$ cat src/rtl/op_sequencer.sv
// Program-driven sequencer for the matrix controller: issues stored operation words
// with a fixed window (multiply) or a streaming handshake (page load / readout).
module op_sequencer #(
    parameter int PROG_DEPTH = 16,
    parameter int MUL_CYCLES = 640,
    parameter int XFER_LEN   = 64,
    parameter int GAP_CYCLES = 2,
    localparam int AW        = $clog2(PROG_DEPTH)
) (
    input  logic          clk,
    input  logic          reset,
    input  logic          prog_we,
    input  logic [AW-1:0] prog_addr,
    input  logic [31:0]   prog_data,
    input  logic [AW:0]   prog_len,
    input  logic          start,
    output logic          busy,
    output logic          done,
    output logic          error,
    output logic [AW:0]   pc,
    output logic [31:0]   operation,
    output logic          ctrl_enable,
    output logic [31:0]   ctrl_in_data,
    input  logic [31:0]   ctrl_out_data,
    input  logic          din_valid,
    output logic          din_ready,
    input  logic [31:0]   din_data,
    output logic          dout_valid,
    input  logic          dout_ready,
    output logic [31:0]   dout_data
);

    localparam int MAXC = (MUL_CYCLES > XFER_LEN) ?
                          ((MUL_CYCLES > GAP_CYCLES) ? MUL_CYCLES : GAP_CYCLES) :
                          ((XFER_LEN > GAP_CYCLES) ? XFER_LEN : GAP_CYCLES);
    localparam int CW   = $clog2(MAXC + 1);

    typedef enum logic [2:0] {
        S_IDLE, S_FETCH, S_MUL, S_LOAD, S_STORE, S_GAP, S_DONE
    } state_t;

    state_t          state_q, state_d;
    logic [AW:0]     pc_q, pc_d;
    logic [AW:0]     len_q, len_d;
    logic [CW-1:0]   cnt_q, cnt_d;
    logic            error_q, error_d;
    logic [AW:0]     pc_inc;

    logic [31:0]     mem [PROG_DEPTH];
    logic [31:0]     word_q;

    assign pc_inc = pc_q + 1'b1;
    assign pc     = pc_q;
    assign error  = error_q;

    always_ff @(posedge clk) begin
        if (reset) begin
            state_q <= S_IDLE;
            pc_q    <= '0;
            len_q   <= '0;
            cnt_q   <= '0;
            error_q <= 1'b0;
        end else begin
            state_q <= state_d;
            pc_q    <= pc_d;
            len_q   <= len_d;
            cnt_q   <= cnt_d;
            error_q <= error_d;
        end
    end

    // Read address follows next-pc so the word for pc is already registered during FETCH.
    always_ff @(posedge clk) begin
        if (state_q == S_IDLE && prog_we) begin
            mem[prog_addr] <= prog_data;
        end
        word_q <= mem[pc_d[AW-1:0]];
    end

    always_comb begin
        state_d      = state_q;
        pc_d         = pc_q;
        len_d        = len_q;
        cnt_d        = cnt_q;
        error_d      = error_q;
        busy         = 1'b0;
        done         = 1'b0;
        operation    = '0;
        ctrl_enable  = 1'b0;
        ctrl_in_data = '0;
        din_ready    = 1'b0;
        dout_valid   = 1'b0;
        dout_data    = '0;

        unique case (state_q)
            S_IDLE: begin
                if (start) begin
                    if (prog_len != '0) begin
                        len_d   = prog_len;
                        pc_d    = '0;
                        error_d = 1'b0;
                        cnt_d   = '0;
                        state_d = S_FETCH;
                    end else begin
                        state_d = S_DONE;
                    end
                end
            end
            S_FETCH: begin
                busy  = 1'b1;
                cnt_d = '0;
                unique case (word_q[3:0])
                    4'd0:    state_d = S_GAP;
                    4'd1:    state_d = S_MUL;
                    4'd2:    state_d = S_LOAD;
                    4'd3:    state_d = S_STORE;
                    default: begin
                        error_d = 1'b1;
                        state_d = S_DONE;
                    end
                endcase
            end
            S_MUL: begin
                busy        = 1'b1;
                operation   = word_q;
                ctrl_enable = 1'b1;
                if (cnt_q == CW'(MUL_CYCLES - 1)) begin
                    cnt_d   = '0;
                    state_d = S_GAP;
                end else begin
                    cnt_d = cnt_q + 1'b1;
                end
            end
            S_LOAD: begin
                busy         = 1'b1;
                operation    = word_q;
                din_ready    = 1'b1;
                ctrl_in_data = din_data;
                ctrl_enable  = din_valid;
                if (din_valid) begin
                    if (cnt_q == CW'(XFER_LEN - 1)) begin
                        cnt_d   = '0;
                        state_d = S_GAP;
                    end else begin
                        cnt_d = cnt_q + 1'b1;
                    end
                end
            end
            S_STORE: begin
                busy        = 1'b1;
                operation   = word_q;
                dout_valid  = 1'b1;
                dout_data   = ctrl_out_data;
                ctrl_enable = dout_ready;
                if (dout_ready) begin
                    if (cnt_q == CW'(XFER_LEN - 1)) begin
                        cnt_d   = '0;
                        state_d = S_GAP;
                    end else begin
                        cnt_d = cnt_q + 1'b1;
                    end
                end
            end
            S_GAP: begin
                // Opcode 0 with enable high gives the controller a clean edge between ops.
                busy        = 1'b1;
                ctrl_enable = 1'b1;
                if (cnt_q == CW'(GAP_CYCLES - 1)) begin
                    cnt_d   = '0;
                    pc_d    = pc_inc;
                    state_d = (pc_inc == len_q) ? S_DONE : S_FETCH;
                end else begin
                    cnt_d = cnt_q + 1'b1;
                end
            end
            S_DONE: begin
                done    = 1'b1;
                state_d = S_IDLE;
            end
            default: state_d = S_IDLE;
        endcase
    end

endmodule

$ cat config.mk
export PLATFORM = sky130hd
export DESIGN_NAME = op_sequencer
export DESIGN_NICKNAME = d
export VERILOG_FILES = /design/src/rtl/op_sequencer.sv
export SDC_FILE = /design/constraint.sdc
export NUM_CORES = 1
export LEC_CHECK = 0
export ABC_AREA = 1
export CAP_MARGIN = 20
export CORE_AREA = 2 2 240 183
export CTS_BUF_LIST = sky130_fd_sc_hd__clkbuf_4
export DETAILED_ROUTE_END_ITERATION = 8
export DIE_AREA = 0 0 242 185
export PLACE_DENSITY_LB_ADDON = 0.12
export REMOVE_ABC_BUFFERS = 1
export SLEW_MARGIN = 20
export SYNTH_ARGS = -nofsm -noshare
export SYNTH_HDL_FRONTEND = slang
export SYNTH_SLANG_ARGS = --single-unit
$ cat constraint.sdc
create_clock -name clk -period 3.22 [get_ports clk]
set_input_delay 0.805 -clock clk [delete_from_list [all_inputs] [get_ports clk]]
set_output_delay 0.805 -clock clk [all_outputs]
set_load 0.01 [all_outputs]
==> flow_summary.html <==
<table>
<tr><th>Metric</th><th>Value</th></tr>
<tr><th colspan="2">CTS</th></tr>
<tr><td>H-tree levels</td><td>4</td></tr>
<tr><td>Clock slew seen by the registers of the worst setup and hold paths</td><td>0.07 ns</td></tr>
<tr><td>Maximum clock insertion buffer count</td><td>3</td></tr>
<tr><td>TritonCTS clock tree</td><td>yes</td></tr>
<tr><td>Root buffer cell</td><td>clkbuf_4</td></tr>
<tr><td>Clock tree sinks</td><td>568</td></tr>
<tr><td>Number of clock buffers inserted by TritonCTS</td><td>139</td></tr>
<tr><td>Source-to-sink clock delay at the later pin of the worst-skew pair</td><td>0.88 ns</td></tr>
<tr><th colspan="2">Timing</th></tr>
<tr><td>Number of hold-slack violations in the final timing report</td><td>0</td></tr>
<tr><td>Unrepaired setup endpoints after global routing</td><td>true</td></tr>
<tr><td>Final worst clock skew</td><td>0.05913 ns</td></tr>
<tr><td>Worst-margin pin slew</td><td>0.6782 ns</td></tr>
<tr><td>Total negative setup slack</td><td>0 ns</td></tr>
<tr><td>Part of the cycle the worst path needs</td><td>96.93%</td></tr>
<tr><td>Final setup violation count</td><td>0</td></tr>
<tr><td>Minimum clock period</td><td>3.121 ns</td></tr>
<tr><td>Max Clk Rate</td><td>320.4 MHz</td></tr>
<tr><td>Slew Limit Fails</td><td>0</td></tr>
<tr><td>Relative max-transition margin</td><td>54.79%</td></tr>
<tr><th colspan="2">Logic synthesis</th></tr>
<tr><td>Number of synthesized register bits</td><td>568</td></tr>
<tr><td>EDFF count, synth</td><td>512</td></tr>
<tr><td>Xor/xnor cell area share of the yosys netlist</td><td>0.3120%</td></tr>
<tr><td>Post-synthesis share of cell area spent on full adders, half adders and majority gates</td><td>0.1981%</td></tr>
<tr><td>Multiplexer fraction of the synthesized cell area</td><td>0%</td></tr>
<tr><td>Mean instance size in the synthesized netlist</td><td>10.00 µm²</td></tr>
<tr><td>Prevailing post-synth register cell</td><td>edfxtp_1</td></tr>
<tr><td>Compound-Gate Fraction of Synth Area</td><td>0.7528%</td></tr>
<tr><td>Simple-gate portion of the synthesized area</td><td>23.72%</td></tr>
<tr><td>Total number of yosys warnings</td><td>0</td></tr>
<tr><td>Synth area leaders</td><td>edfxtp_1 61%, nand3_1 12%, nand2_1 7.1%</td></tr>
<tr><td>Share of synthesized flip-flops with an asynchronous set or reset</td><td>0%</td></tr>
<tr><td>Cell area after synthesis</td><td>0.02526 mm²</td></tr>
<tr><td>Yosys top cell area share</td><td>60.86%</td></tr>
<tr><td>Largest family of logic cells by synthesized area</td><td>simple AND/OR/NAND/NOR gates</td></tr>
<tr><td>Library cells used by synthesis</td><td>34</td></tr>
<tr><td>Sequential cell area fraction in the yosys report</td><td>65.30%</td></tr>
<tr><td>Number of cells produced by synthesis</td><td>2526</td></tr>
<tr><td>Library cell with the largest summed area after synthesis</td><td>edfxtp_1</td></tr>
<tr><th colspan="2">Worst setup path</th></tr>
<tr><td>Maximum fanout along the worst path</td><td>6</td></tr>
<tr><td>Slack of the worst reg-to-reg path</td><td>0.56 ns</td></tr>
<tr><td>Required time reported for the critical path endpoint</td><td>2.41 ns</td></tr>
<tr><td>Endpoint type of the worst setup path</td><td>output pin</td></tr>
<tr><td>Sort of element at the start of the critical path</td><td>flip-flop</td></tr>
<tr><td>Arrival time of the worst setup path</td><td>2.32 ns</td></tr>
<tr><td>Type of the setup path with the least slack</td><td>flip-flop to output pin</td></tr>
<tr><th colspan="2">Placement</th></tr>
<tr><td>Placed Instance Area</td><td>0.02857 mm²</td></tr>
<tr><td>Final GP Congestion</td><td>0.8556</td></tr>
<tr><td>Placed wire-length estimate</td><td>34.72 mm</td></tr>
<tr><td>Input/output buffers</td><td>217</td></tr>
<tr><th colspan="2">Flow run</th></tr>
<tr><td>Number of max-cap violations</td><td>0</td></tr>
<tr><th colspan="2">Final layout</th></tr>
<tr><td>Commonest non-fill, non-tap cell in the layout</td><td>nand3_1</td></tr>
<tr><td>Most used cells in the layout excluding fill and tap cells</td><td>624 x nand3_1, 512 x edfxtp_1, 466 x nand2_1</td></tr>
<tr><td>Layout filler cell count</td><td>3190</td></tr>
<tr><td>Share of layout cells above drive strength 1</td><td>13.43%</td></tr>
<tr><td>Final net count</td><td>2932</td></tr>
<tr><td>Multi-input logic area</td><td>0.006551 mm²</td></tr>
<tr><td>Area growth from synthesis to layout</td><td>21.44%</td></tr>
<tr><td>Final instance area</td><td>0.03068 mm²</td></tr>
<tr><td>Sequential cell area</td><td>0.01651 mm²</td></tr>
<tr><th colspan="2">Die</th></tr>
<tr><td>Initial Utilization</td><td>59.28%</td></tr>
<tr><td>Die Area</td><td>0.04477 mm²</td></tr>
<tr><td>I/O pins</td><td>218</td></tr>
<tr><td>Core area</td><td>0.04261 mm²</td></tr>
<tr><td>Overall die height</td><td>185 µm</td></tr>
<tr><td>Floorplan row count</td><td>66</td></tr>
<tr><td>Horizontal die dimension</td><td>242 µm</td></tr>
<tr><th colspan="2">Global routing</th></tr>
<tr><td>Global-route wire length before repair</td><td>102.9 mm</td></tr>
<tr><td>Pin count of the biggest net entering global routing</td><td>137</td></tr>
<tr><td>Initial antenna violation count</td><td>3</td></tr>
<tr><td>Met3 Use GR</td><td>7.549%</td></tr>
<tr><td>Number of global-route vias before repair</td><td>18140</td></tr>
<tr><td>Most Crowded Layer GR</td><td>met2</td></tr>
<tr><td>Total GRT Usage</td><td>30.17%</td></tr>
<tr><td>Met2 Resource Use GR</td><td>47.64%</td></tr>
<tr><td>GRT met1 Usage</td><td>41.07%</td></tr>
<tr><td>Total congestion overflow after global routing</td><td>0</td></tr>
<tr><th colspan="2">Drt</th></tr>
<tr><td>Total Routed Length</td><td>67.85 mm</td></tr>
<tr><td>Length of the first detailed-routing pass in iterations</td><td>5</td></tr>
<tr><td>DRT iter0 DRCs</td><td>2188</td></tr>
<tr><td>Post-DR vias/cell</td><td>5.443</td></tr>
<tr><td>Mean routed wirelength per cell</td><td>19.34 µm</td></tr>
<tr><td>Number of nets with antenna violations after routing</td><td>0</td></tr>
<tr><td>Number of remaining DRC errors</td><td>0</td></tr>
<tr><td>Via count</td><td>19100</td></tr>
<tr><th colspan="2">Pwr</th></tr>
<tr><td>Total design power</td><td>0.01716 W</td></tr>
<tr><td>Leakage power</td><td>13.76 nW</td></tr>
<tr><td>Largest vdd supply drop</td><td>0.0003836 V</td></tr>
<tr><td>Total power per unit cell area</td><td>559.4 mW/mm²</td></tr>
<tr><th colspan="2">Status</th></tr>
<tr><td>Result of the run</td><td>complete, no violations</td></tr>
<tr><th colspan="2">Min path</th></tr>
<tr><td>Hold WC Path Type</td><td>flip-flop to flip-flop</td></tr>
</table>
per-stage QoR:
step	std cells	util [%]	worst slack, ns	hold slack (ns)
finish	3509	71.99	0.09886	0.5029
global route	3509	71.99	-0.03217	0.5131
CTS	3502	71.93	-0.02679	0.4858
detailed placement	3234	67.06	0.1959	0.4886
global placement	3234	67.06	0.2423	0.4698
floorplan	2381	-	-5.900	0.4441
per-layer routing:
layer | wire length (µm) | up-vias
li1 | - | 9027
met1 | 27330 | 8950
met2 | 32180 | 976
met3 | 6696 | 144
met4 | 1631 | 2
met5 | 13 | -
area by class of cell:
class / instances / share of cell area, %
clock inverters: 33 / 0.5832
clock buffers: 218 / 5.335
multi-input cells: 1355 / 21.36
inverters: 458 / 5.612
well taps: 578 / 2.357
repair buffers: 295 / 10.91
diodes: 4 / 0.03263
flip-flops and latches: 568 / 53.81
registers in the layout, indices dropped and copies added, names as in the netlist:
signal and cells:
error 1, state_q 3, len_q 5, word_q 32, mem 512, cnt_q 10, pc 5
cell families (layout without fill, tap and decap cells):
| family | after synthesis | in the layout |
|---|---|---|
| and+or+nand+nor | 1309 | 1309 |
| buffers and inverters | 603 | 1004 |
| AOI/OAI and AO/OA | 33 | 33 |
| other | 0 | 4 |
| DFF | 568 | 568 |
| adders and majority gates | 4 | 4 |
| xor gates and xnor gates | 9 | 9 |
cell usage after synthesis (4+ instances only):
cell type / instances
buf_1: 4
nand3_1: 624
dfxtp_1: 56
o21ai_0: 12
or2_2: 4
buf_4: 19
clkbuf_1: 27
ha_1: 4
xor2_1: 8
edfxtp_1: 512
nor3_1: 7
nand2_1: 478
inv_1: 456
nand3b_1: 64
nor2_1: 120
buf_2: 95
a21oi_1: 12
worst max-delay path, stage by stage, from the launching register on:
cell	delay (ns)
dfxtp_4	0.41
inv_4	0.05
nor2_4	0.09
nand2_2	0.07
nand2_2	0.07
inv_2	0.05
nand2_4	0.11
buf_12	0.14
buf_16	0.13
buf_4	0.12
nand2_1	0.04
inv_1	0.05
buf_2	0.12
final timing paths:
check | startpoint | end | cells after the start
hold reg to reg | pc[4] | pc[4] | 2
setup reg to reg | state_q[2] | word_q[6] | 12
hold / removal | pc[4] | pc[4] | 2
setup / recovery | state_q[0] | operation[3] | 12
what timing repair did:
action                                  4_1_cts  5_1_grt
pin swaps                                     2        4
endpoints found under the setup margin      100       83
gates resized for setup                     154       66
cloned                                        4        0
hold buffers                                  0        0
buffers inserted                             13        6
power breakdown:
group | internal (W) | switching (W) | total [W] | leakage [nW]
registers | 0.00827 | 0.000106 | 0.00837 | 5.08
clock network | 0.00323 | 0.00281 | 0.00604 | 1.10
logic | 0.00115 | 0.00160 | 0.00275 | 7.58
No activity file was read; power rests on OpenSTA's default activity.
